[src/rtl/sum_reducer_pkg.sv]
// Shared encodings and default widths for the pass sum reducer.
// Imported by the reducer, its max tracker and neighbouring blocks.
package sum_reducer_pkg;

    localparam int DEF_IDX_W  = 8;
    localparam int DEF_DATA_W = 32;
    localparam int DEF_ACC_W  = 40;

    typedef enum logic [1:0] {
        ST_IDLE  = 2'd0,
        ST_ACCUM = 2'd1,
        ST_HOLD  = 2'd2
    } state_t;

endpackage

[src/rtl/sum_reducer_max_tracker.sv]
// Running unsigned maximum and the index of its first occurrence.
// Strict greater-than keeps the earliest index on ties.
module max_tracker
    import sum_reducer_pkg::*;
#(
    parameter int DATA_W = DEF_DATA_W,
    parameter int IDX_W  = DEF_IDX_W
) (
    input  logic              clk,
    input  logic              i_clr,
    input  logic              i_load,
    input  logic              i_first,
    input  logic [DATA_W-1:0] i_value,
    input  logic [IDX_W-1:0]  i_index,
    output logic [DATA_W-1:0] o_max,
    output logic [IDX_W-1:0]  o_max_index
);

    logic [DATA_W-1:0] r_max;
    logic [IDX_W-1:0]  r_max_index;
    logic              w_take;

    assign w_take = i_load && (i_first || (i_value > r_max));

    always_ff @(posedge clk) begin
        if (i_clr) begin
            r_max       <= '0;
            r_max_index <= '0;
        end else if (w_take) begin
            r_max       <= i_value;
            r_max_index <= i_index;
        end
    end

    assign o_max       = r_max;
    assign o_max_index = r_max_index;

endmodule

[src/rtl/sum_reducer.sv]
// Reduces one pass of 2**IDX_W (index, sum) beats to total, max, argmax
// and sticky overflow / sequence flags, then holds the result for handoff.
module sum_reducer
    import sum_reducer_pkg::*;
#(
    parameter int IDX_W  = DEF_IDX_W,
    parameter int DATA_W = DEF_DATA_W,
    parameter int ACC_W  = DEF_ACC_W
) (
    input  logic              clk,
    input  logic              rst,
    input  logic              in_valid,
    output logic              in_ready,
    input  logic [IDX_W-1:0]  in_index,
    input  logic [DATA_W-1:0] in_sum,
    output logic              res_valid,
    input  logic              res_ready,
    output logic [ACC_W-1:0]  res_total,
    output logic [DATA_W-1:0] res_max,
    output logic [IDX_W-1:0]  res_max_index,
    output logic              res_ovf,
    output logic              res_seq_err,
    output logic [15:0]       pass_count
);

    localparam int CNT_W = IDX_W + 1;
    localparam logic [CNT_W-1:0] LAST = CNT_W'((1 << IDX_W) - 1);

    state_t             r_state;
    logic [ACC_W-1:0]   r_total;
    logic               r_ovf;
    logic               r_seq_err;
    logic [IDX_W-1:0]   r_exp_index;
    logic [CNT_W-1:0]   r_beats;
    logic [15:0]        r_pass_count;

    logic               w_accept;
    logic               w_handoff;
    logic               w_last;
    logic               w_first;
    logic [ACC_W:0]     w_sum;

    // in_ready depends on state only, never on res_ready
    assign in_ready  = (r_state != ST_HOLD);
    assign res_valid = (r_state == ST_HOLD);

    assign w_accept  = in_valid && in_ready;
    assign w_handoff = res_valid && res_ready;
    assign w_last    = (r_beats == LAST);
    assign w_first   = (r_state == ST_IDLE);
    assign w_sum     = {1'b0, r_total}
                     + {{(ACC_W + 1 - DATA_W){1'b0}}, in_sum};

    always_ff @(posedge clk) begin
        if (rst) begin
            r_state      <= ST_IDLE;
            r_total      <= '0;
            r_ovf        <= 1'b0;
            r_seq_err    <= 1'b0;
            r_exp_index  <= '0;
            r_beats      <= '0;
            r_pass_count <= '0;
        end else if (w_handoff) begin
            r_state      <= ST_IDLE;
            r_total      <= '0;
            r_ovf        <= 1'b0;
            r_seq_err    <= 1'b0;
            r_exp_index  <= '0;
            r_beats      <= '0;
            r_pass_count <= r_pass_count + 16'd1;
        end else if (w_accept) begin
            r_total     <= w_sum[ACC_W-1:0];
            r_ovf       <= r_ovf | w_sum[ACC_W];
            r_seq_err   <= r_seq_err | (in_index != r_exp_index);
            r_exp_index <= r_exp_index + IDX_W'(1);
            r_beats     <= r_beats + CNT_W'(1);
            r_state     <= w_last ? ST_HOLD : ST_ACCUM;
        end
    end

    max_tracker #(
        .DATA_W (DATA_W),
        .IDX_W  (IDX_W)
    ) u_max (
        .clk         (clk),
        .i_clr       (rst || w_handoff),
        .i_load      (w_accept),
        .i_first     (w_first),
        .i_value     (in_sum),
        .i_index     (in_index),
        .o_max       (res_max),
        .o_max_index (res_max_index)
    );

    assign res_total   = r_total;
    assign res_ovf     = r_ovf;
    assign res_seq_err = r_seq_err;
    assign pass_count  = r_pass_count;

endmodule

[config.mk]
export PLATFORM = sky130hd
export DESIGN_NAME = sum_reducer
export DESIGN_NICKNAME = d
export VERILOG_FILES = /design/src/rtl/sum_reducer_pkg.sv /design/src/rtl/sum_reducer_max_tracker.sv /design/src/rtl/sum_reducer.sv
export SDC_FILE = /design/constraint.sdc
export NUM_CORES = 1
export LEC_CHECK = 0
export ABC_CLOCK_PERIOD_IN_PS = 6100
export CAP_MARGIN = 20
export CORE_MARGIN = 2
export CORE_UTILIZATION = 57
export DETAILED_ROUTE_END_ITERATION = 12
export PLACE_DENSITY = 0.95
export SLEW_MARGIN = 30
export SYNTH_ARGS = -nofsm -noshare
export SYNTH_HDL_FRONTEND = slang
export SYNTH_HIERARCHICAL = 1
export SYNTH_SLANG_ARGS = --single-unit
[constraint.sdc]
create_clock -name clk -period 6.1 [get_ports clk]
set_input_delay 1.22 -clock clk [delete_from_list [all_inputs] [get_ports clk]]
set_output_delay 1.22 -clock clk [all_outputs]
set_load 0.02 [all_outputs]
==> results of run 1 <==
==> state kept, by name, indices dropped and copies added, names as in the netlist <==
signal	cells
r_exp_index	8
res_total	40
r_beats	9
res_seq_err	1
u_max/o_max_index	8
res_ovf	1
u_max/o_max	32
r_state	2
pass_count	16
==> worst max path at each step <==
stage	slack [ns]	end	startpoint	cells after the start
finish	2.20	u_max/o_max[13]$_SDFFE_PP0P_	in_sum[1]	9
floorplan	2.76	res_total[36]$_SDFFE_PP0P_	in_sum[0]	10
CTS	2.30	u_max/o_max[13]$_SDFFE_PP0P_	in_sum[1]	9
global placement	2.03	u_max/o_max[13]$_SDFFE_PP0P_	in_sum[14]	9
detailed placement	1.93	res_total[28]$_SDFFE_PP0P_	in_sum[0]	11
global route	2.18	res_total[28]$_SDFFE_PP0P_	in_sum[0]	11
==> cell families (layout without fill, tap and decap cells) <==
| family | count (synthesis) | count (layout) | share of synthesized area (%) |
|---|---|---|---|
| and+or+nand+nor | 352 | 352 | 23.9 |
| AOI/OAI and AO/OA | 193 | 193 | 16.0 |
| DFF | 117 | 117 | 31.0 |
| buffers and inverters | 89 | 233 | 5.38 |
| adders and majority gates | 69 | 69 | 11.5 |
| xor gates and xnor gates | 59 | 59 | 6.84 |
| muxes | 41 | 41 | 5.43 |
==> where the power goes <==
group / switching (W) / total, W / leakage (nW) / internal [W]
clock: 0.000368 / 0.00108 / 0.302 / 0.000716
combinational: 0.000426 / 0.000745 / 2.71 / 0.000319
sequential: 0.0000545 / 0.000875 / 0.958 / 0.000821
==> per-layer routing <==
| metal | vias up | routed length, um |
|---|---|---|
| li1 | 3471 | - |
| met1 | 3401 | 9050 |
| met2 | 371 | 9910 |
| met3 | 78 | 1700 |
| met4 | 0 | 683 |
| met5 | - | 0 |
==> cells in the mapped netlist (all sizes together), types with 5 or more instances <==
cell type  count  area [um^2]
xnor2         22          193
nand4         23          150
nand3         25          125
a211oi         9         72.6
a21oi         83          415
nor2          69          262
ha            68          851
a21o          13         97.6
inv           48          180
xor2          37          324
buf           12          116
mux2i         41          410
or3            8         50.1
a31oi          5         46.3
nor4           9         86.3
clkbuf        27          103
nand2b        83          519
o21ai         44          220
o21a           9         67.6
a31o           5         43.8
nand2        103          392
and3           9         56.3
dfxtp        117         2340
nor3           8         40.0
==> metrics by stage <==
stage	utilization [%]	worst slack [ns]	power (W)	hold WS (ns)	cells
after global placement	69.2	2.03	0.00159	0.451	1208
final	74.1	2.20	0.00270	0.472	1240
after CTS	74.1	2.30	0.00269	0.477	1240
after detailed placement	69.2	1.93	0.00161	0.466	1208
after global routing	74.1	2.18	0.00281	0.500	1240
after floorplan	-	2.76	0.00136	0.450	920
==> worst register-to-register path, cell delays in order (launching register included) <==
cell and delay, ns:
sky130_fd_sc_hd__dfxtp_1 0.37, sky130_fd_sc_hd__inv_1 0.07, sky130_fd_sc_hd__ha_1 0.29, sky130_fd_sc_hd__nand2_1 0.16, sky130_fd_sc_hd__o21bai_1 0.16, sky130_fd_sc_hd__a21oi_1 0.12
sky130_fd_sc_hd__nor4bb_1 0.85, sky130_fd_sc_hd__a2bb2oi_4 0.19, sky130_fd_sc_hd__buf_4 0.41, sky130_fd_sc_hd__mux2i_1 0.29
==> final cells by class <==
| class | instances | share of cell area [%] |
|---|---|---|
| Clock buffer | 21 | 4.85 |
| Clock inverter | 11 | 1.78 |
| Inverter | 50 | 1.94 |
| Multi-Input combinational cell | 714 | 49.6 |
| Sequential cell | 117 | 24.2 |
| Tap cell | 176 | 2.27 |
| Timing Repair Buffer | 151 | 15.4 |
==> results, run 1 <==
- The slew at the pin closest to its max-slew limit is 0.982 ns.
- The design area is 0.00969 mm^2.
- Counting along the longest clock path gives a buffer depth of 2.
- Global routing consumed, on the met3 layer, 6.56% of the routing resources.
- Data arrives at the worst endpoint at about 4.2 ns.
- The number of global-route vias before repair is 6868.
- Summing all flip-flop and latch instances after layout gives 0.00234 mm^2.
- The most used flip-flop cell after synthesis is sky130_fd_sc_hd__dfxtp_1.
- The total power density per cell area is approximately 280 mW/mm^2.
- The count of flip-flops with a built-in enable after synthesis is 0.
- Across the run, the number of max-cap violations was 0.
- The path depth of the worst reg2reg path is 9.
- Traced cell by cell, the critical path runs through clkdlybuf4s50_1, ha_1, nor2b_1, o21bai_1, a21oi_1, nor4bb_1, a2bb2oi_4, buf_4, mux2i_1.
- After clock tree synthesis, the clock-pin slew on the worst setup and hold paths is 0.06 ns.
- The top cell types in the final layout, fill and taps aside, are sky130_fd_sc_hd__clkdlybuf4s50_1, sky130_fd_sc_hd__dfxtp_1, sky130_fd_sc_hd__nand2_1, sky130_fd_sc_hd__nand2b_1, sky130_fd_sc_hd__a21oi_1.
- The total count of hold-check failures in the final report is 0.
- After detailed placement, the total cell area comes to approximately 0.0090 mm^2.
- The number of nets in the layout is approximately 1.2k.
- The largest individual stage delay along the critical path comes from the cell sky130_fd_sc_hd__nor4bb_1.
- Grouping stages by cell kind, the critical path spends the most delay in simple AND/OR/NAND/NOR gates.
- The run finished with clean final reports.
- Adding up every negative setup slack in the final design gives 0 ns.
- Leaving out fill and tap cells, the most frequent cell in the layout is sky130_fd_sc_hd__clkdlybuf4s50_1.
- The launch instance of the worst min-delay path is res_ovf$_SDFFE_PP0P_.
- The largest single stage delay on the critical path is 0.85 ns.
- The synthesized netlist contains 65 unique library cells.
- The worst hold path belongs to the class reg -> reg.
- TritonCTS built the clock tree.
- Entering global routing, the biggest net connects 61 pins.
- The number of buffers and inverters on the critical path is 2.
- Of the cells placed in the final design, the portion with a size suffix greater than 1 is 5.64%.
- The total global routing overflow is 0.
- Based on the critical path, the design can be clocked at up to 256 MHz.
- The critical path is of the in -> reg type.
- The cell leakage power is ~4.0 nW.
- The later pin in the worst-skew pair is clocked with a latency of between 0.4 and 0.5 ns.
- The count of cells resized by post-cts repair is 0.
- In this run the critical register-to-register path is captured at u_max/o_max[13]$_SDFFE_PP0P_.
- The maximum net fanout on the critical path is 21.
- The synthesized area per cell is 8.21 um^2.
- In the routed layout, each cell is associated on average with a via count of 5.90.
- The worst slew slack as a fraction of its limit is about a third.
- The detail-routed net length per standard cell is about 17 um.
- Setup violations remaining at the end of the flow were counted as 0.
- The wire length of the first global-routing pass is 34.1 mm.
- The total number of placement rows is 42.
- Sequential cells were found to cover a little under a third of the synthesized design area.
- The count of antenna-violating nets left after detailed routing is 0.
- In this run the horizontal extent of the chip is 119 um.
- The final weighted congestion in routability-driven placement is 0.935.
- The overall track demand over capacity in global routing is a little under 30%.
- The minimum period implied by the final worst setup slack is 3.90 ns.
- The met1 layer usage reported by global route is a little under two fifths.
- The area of the die is 0.0142 mm^2.
- Synthesis produced a netlist with a net count of 1033.
- The initial antenna violation count is 0.
- The first detailed-routing pass ran for 5 iterations.
- The core area is 0.0131 mm^2.
- The cell count after synthesis came out at 920.
- The number of setup buffers added after CTS is 0.
- 0 antenna diodes ended up in the layout.
- met2 is the most crowded layer.
- The filler cell count is 865.
- The met2 global-route usage is 48.4%.
- From synthesis to final layout, the design area changed by 28.3%.
- The beginning of the worst register-to-register path is u_max/o_max[3]$_SDFFE_PP0P_.
- The quantity of hold-fixing buffers added after cts is 0.
- In this run the vertical extent of the chip is 119 um.
- The synthesis warning total is 6.
- The via total after detailed routing is 7321.
- The detailed router's first-iteration violation count is 704.
- In the final layout, the multi-input gates occupy 0.00481 mm^2.
- Counting flops and latches in the post-synthesis netlist gives 117.
- The sink of the worst hold path is res_ovf$_SDFFE_PP0P_.
- Pin placement for this block handled 144 I/O pins.
- The DRC violations left is 0.
- The cell sitting at the root of the clock tree is a sky130_fd_sc_hd__clkbuf_16.
- In this run the tool buffered the top-level ports with 143 buffer cells.
- The max-slew violation count is 0.
- The initial standard-cell utilization of the core is 57.8%.
- For the worst setup path, the data required time is 6.44 ns.
- CTS built an H-tree with a depth of 4.
- The clock net in this run drives a total of 117 sinks.
- Across the VDD grid, the largest voltage drop is 178 uV.
- The kind of launch point of the worst setup path is an input port.
- The type of element capturing the critical path is a flop.
- Setup repair after global routing left no endpoint under its margin.
- The final layout contains routed wiring with a total length of 21.4 mm.
- The wire-length estimate of the detail-placed layout is 14.9 mm.
- The synthesized netlist occupies a cell area of 0.00756 mm^2.
- Along the worst hold path, the cell count comes to 1.
- On the final layout, the worst clock skew is 0.00859 ns.
- The worst reg-to-reg setup slack is 3.12 ns.
- In the synthesized netlist the async set-or-reset flop fraction comes to 0%.
- The CTS buffer count is 17.
- Of the available clock period, the critical path in the final layout requires 64.0%.
Note: power is estimated with default switching activity, not from simulation.
==> inputs of run 2 (changes only) <==
Settings changed: ABC_CLOCK_PERIOD_IN_PS 6100 to 3700, CORE_UTILIZATION 57 to 53, PLACE_DENSITY 0.95 to 0.91.
Clock period 6.1 ns to 3.7 ns, I/O delays scaled along.
==> results, run 2 (synthesis gave the netlist of run 1 again) <==
- The flow ran to the end, and the final reports show no timing, DRC or antenna violations.
- During placement, the flow inserted port buffers numbering 143.
- The cell leakage power is ~4 nW.
- Cells fill 69.6% of the core in the end.
- In this run the post-CTS setup repair buffer count came out at 0.
- The routed wire length is between 20 and 25 mm.
- The number of failing setup endpoints in the final timing report is 0.
- In this run the standard cell core region covers about 0.014 mm^2.
- The max-slew violation count came to 0.
- Dividing the detail-routed via count by the number of cells gives between 5 and 6.
- The max-capacitance violation count is 0.
- The global routing stage identified its most utilized layer as met2.
- The signed area change from the synthesized netlist to the final layout is 27.8%.
- The number of clock buffers added by TritonCTS is 17.
- Of all nets on the critical path, the largest fanout is 3.
- For this design, the CTS-stage hold fixing added 0 buffers.
- The die covers 0.0152 mm^2.
- The total global routing overflow is 0.
- The die boundary width is 123 um.
- The register with the most flip-flops in the layout has 40 of them.
- The maximum number of pins on one net before global-route repair is 50.
- In this run, post-CTS repair resized a total of 0 instances.
- The minimum period implied by the final worst setup slack is 3.22 ns.
- On the final layout, the worst clock skew is 0.0114 ns.
- After legalization and detailed placement, the total HPWL measured 15.2 mm.
- The setup TNS is 0 ns.
- The top cell types in the final layout, fill and taps aside, are sky130_fd_sc_hd__clkdlybuf4s50_1, sky130_fd_sc_hd__dfxtp_1, sky130_fd_sc_hd__nand2_1, sky130_fd_sc_hd__nand2b_1, sky130_fd_sc_hd__a21oi_1.
- The completed layout was analyzed and its total power is 0.00413 W.
- The H-tree depth reported by CTS is 4.
- Setup repair after global routing left no endpoint under its margin.
- In this run the clock root is driven by a sky130_fd_sc_hd__clkbuf_16.
- Counting along the longest clock path gives a buffer depth of 2.
- The total count of hold-check failures in the final report came to 0.
- The non-filler instance count after layout is roughly 1.2k.
- At the end of routability-driven placement, the weighted congestion stood at 0.954.
- The initial standard-cell utilization of the core is 54.4%.
- In this run, placement finished with an instance count of 1218.
- The routed layout has 7293 vias.
- The library cell used most frequently in the layout, excluding fill and tap cells, is sky130_fd_sc_hd__clkdlybuf4s50_1.
- Clock-pin slew was measured on the worst setup and hold paths at 0.05 ns.
- The number of nets in the layout is 1170.
- The type of element capturing the critical path is a flop.
- The overall track demand over capacity in global routing is 27.4%.
- The number of optimization iterations in the first detailed-route pass is 5.
- Across the VDD grid, the largest voltage drop is 306 uV.
- The detail-routed net length per standard cell is 16.8 um.
- The worst slew slack as a fraction of its limit is just under 60%.
- The routing usage on met3 is under 10%.
- The detailed router's first-iteration violation count is between 500 and 600.
- For the worst setup path, the data arrival time is around 3.5 ns.
- about 140 I/O pins were placed.
- The initial antenna violation count came to 0.
- In this run the remaining antenna-violating nets after routing total 0.
- The number of global-route vias before repair came to slightly below 7k.
- After detailed routing, the number of remaining DRC violations is 0.
- The worst path uses approximately 87% of the clock period.
- The worst min-delay path category is reg -> reg.
- For this design the ratio of total power to cell area is 428 mW/mm^2.
- The fraction of final layout cells sized beyond drive strength 1 is 5.44%.
- The met2 global-route usage is 46.2%.
- By startpoint and endpoint, the worst setup path is classified as in -> reg.
- The wire length of the first global-routing pass is about 33 mm.
- The clock network latency to the later pin of the worst-skew pair is ~0.42 ns.
- The number of antenna cells inserted is 0.
- The vertical die dimension is around 120 um.
- The worst setup path is launched from an input port.
- The total number of placement rows is between 40 and 50.
- The required time of the critical path is 3.99 ns.
- The clock tree from TritonCTS is built.
- The slew at the pin closest to its max-slew limit is 0.628 ns.
- For this design, the sink count on the clock tree is between 100 and 150.
- Global routing used 34.3% of the available met1 tracks.
- The maximum operating frequency is 311 MHz.
-- run 2: cell count changes in the layout (fill, tap and decap cells not counted), sizes merged --
| cell | previous run | this run |
|---|---|---|
| clkinvlp | 4 | 1 |
| inv | 50 | 49 |
| bufinv | 4 | 1 |
| buf | 8 | 14 |
| clkbuf | 21 | 23 |
| clkinv | 3 | 5 |
-- run 2: layout make-up --
type	count	area, um^2
inverters	50	188
repair buffers	157	1590
well taps	180	225
clock inverters	6	57.6
fillers	1032	4230
flip-flops and latches	117	2340
clock buffers	23	448
multi-input cells	714	4810
-- run 2: per-layer routing --
| metal | share of wire [%] | wire [um] |
|---|---|---|
| met5 | 0 | 0 |
| met4 | 3.0 | 624 |
| met3 | 6.8 | 1420 |
| met2 | 47 | 9930 |
| met1 | 43 | 8960 |
-- run 2: worst paths after layout --
path                           startpoint                            to  slack [ns]  depth (start not counted)
max                             in_sum[0]    res_total[36]$_SDFFE_PP0P_        0.48                         11
max reg2reg  u_max/o_max[14]$_SDFFE_PP0P_  u_max/o_max[23]$_SDFFE_PP0P_        0.93                          9
min reg2reg          res_ovf$_SDFFE_PP0P_          res_ovf$_SDFFE_PP0P_        0.47                          1
min                  res_ovf$_SDFFE_PP0P_          res_ovf$_SDFFE_PP0P_        0.47                          1
-- run 2: report_power, final --
part	internal, W	switching (W)
Sequential	0.00135	0.0000832
Combinational	0.000540	0.000696
Clock	0.000903	0.000558
Total	0.00280	0.00134
-- run 2: stage by stage --
stage | hold WS (ns) | cell area (um^2) | setup slack, ns
6_report | 0.467 | 9660 | 0.479
5_1_grt | 0.498 | 9660 | 0.280
4_1_cts | 0.474 | 9660 | 0.504
3_5_place_dp | 0.462 | 9150 | 0.0577
3_3_place_gp | 0.455 | 9150 | 0.187
2_1_floorplan | 0.450 | 7560 | 0.837
-- run 2: worst max-delay path, cell delays in order --
cell	delay, ns
sky130_fd_sc_hd__clkdlybuf4s50_1	0.45
sky130_fd_sc_hd__ha_1	0.26
sky130_fd_sc_hd__fa_1	0.41
sky130_fd_sc_hd__a21o_1	0.22
sky130_fd_sc_hd__a221oi_2	0.35
sky130_fd_sc_hd__a211oi_2	0.17
sky130_fd_sc_hd__o2111ai_2	0.29
sky130_fd_sc_hd__a31oi_4	0.14
sky130_fd_sc_hd__o2111ai_1	0.26
sky130_fd_sc_hd__xor2_1	0.17
sky130_fd_sc_hd__nor2_1	0.05
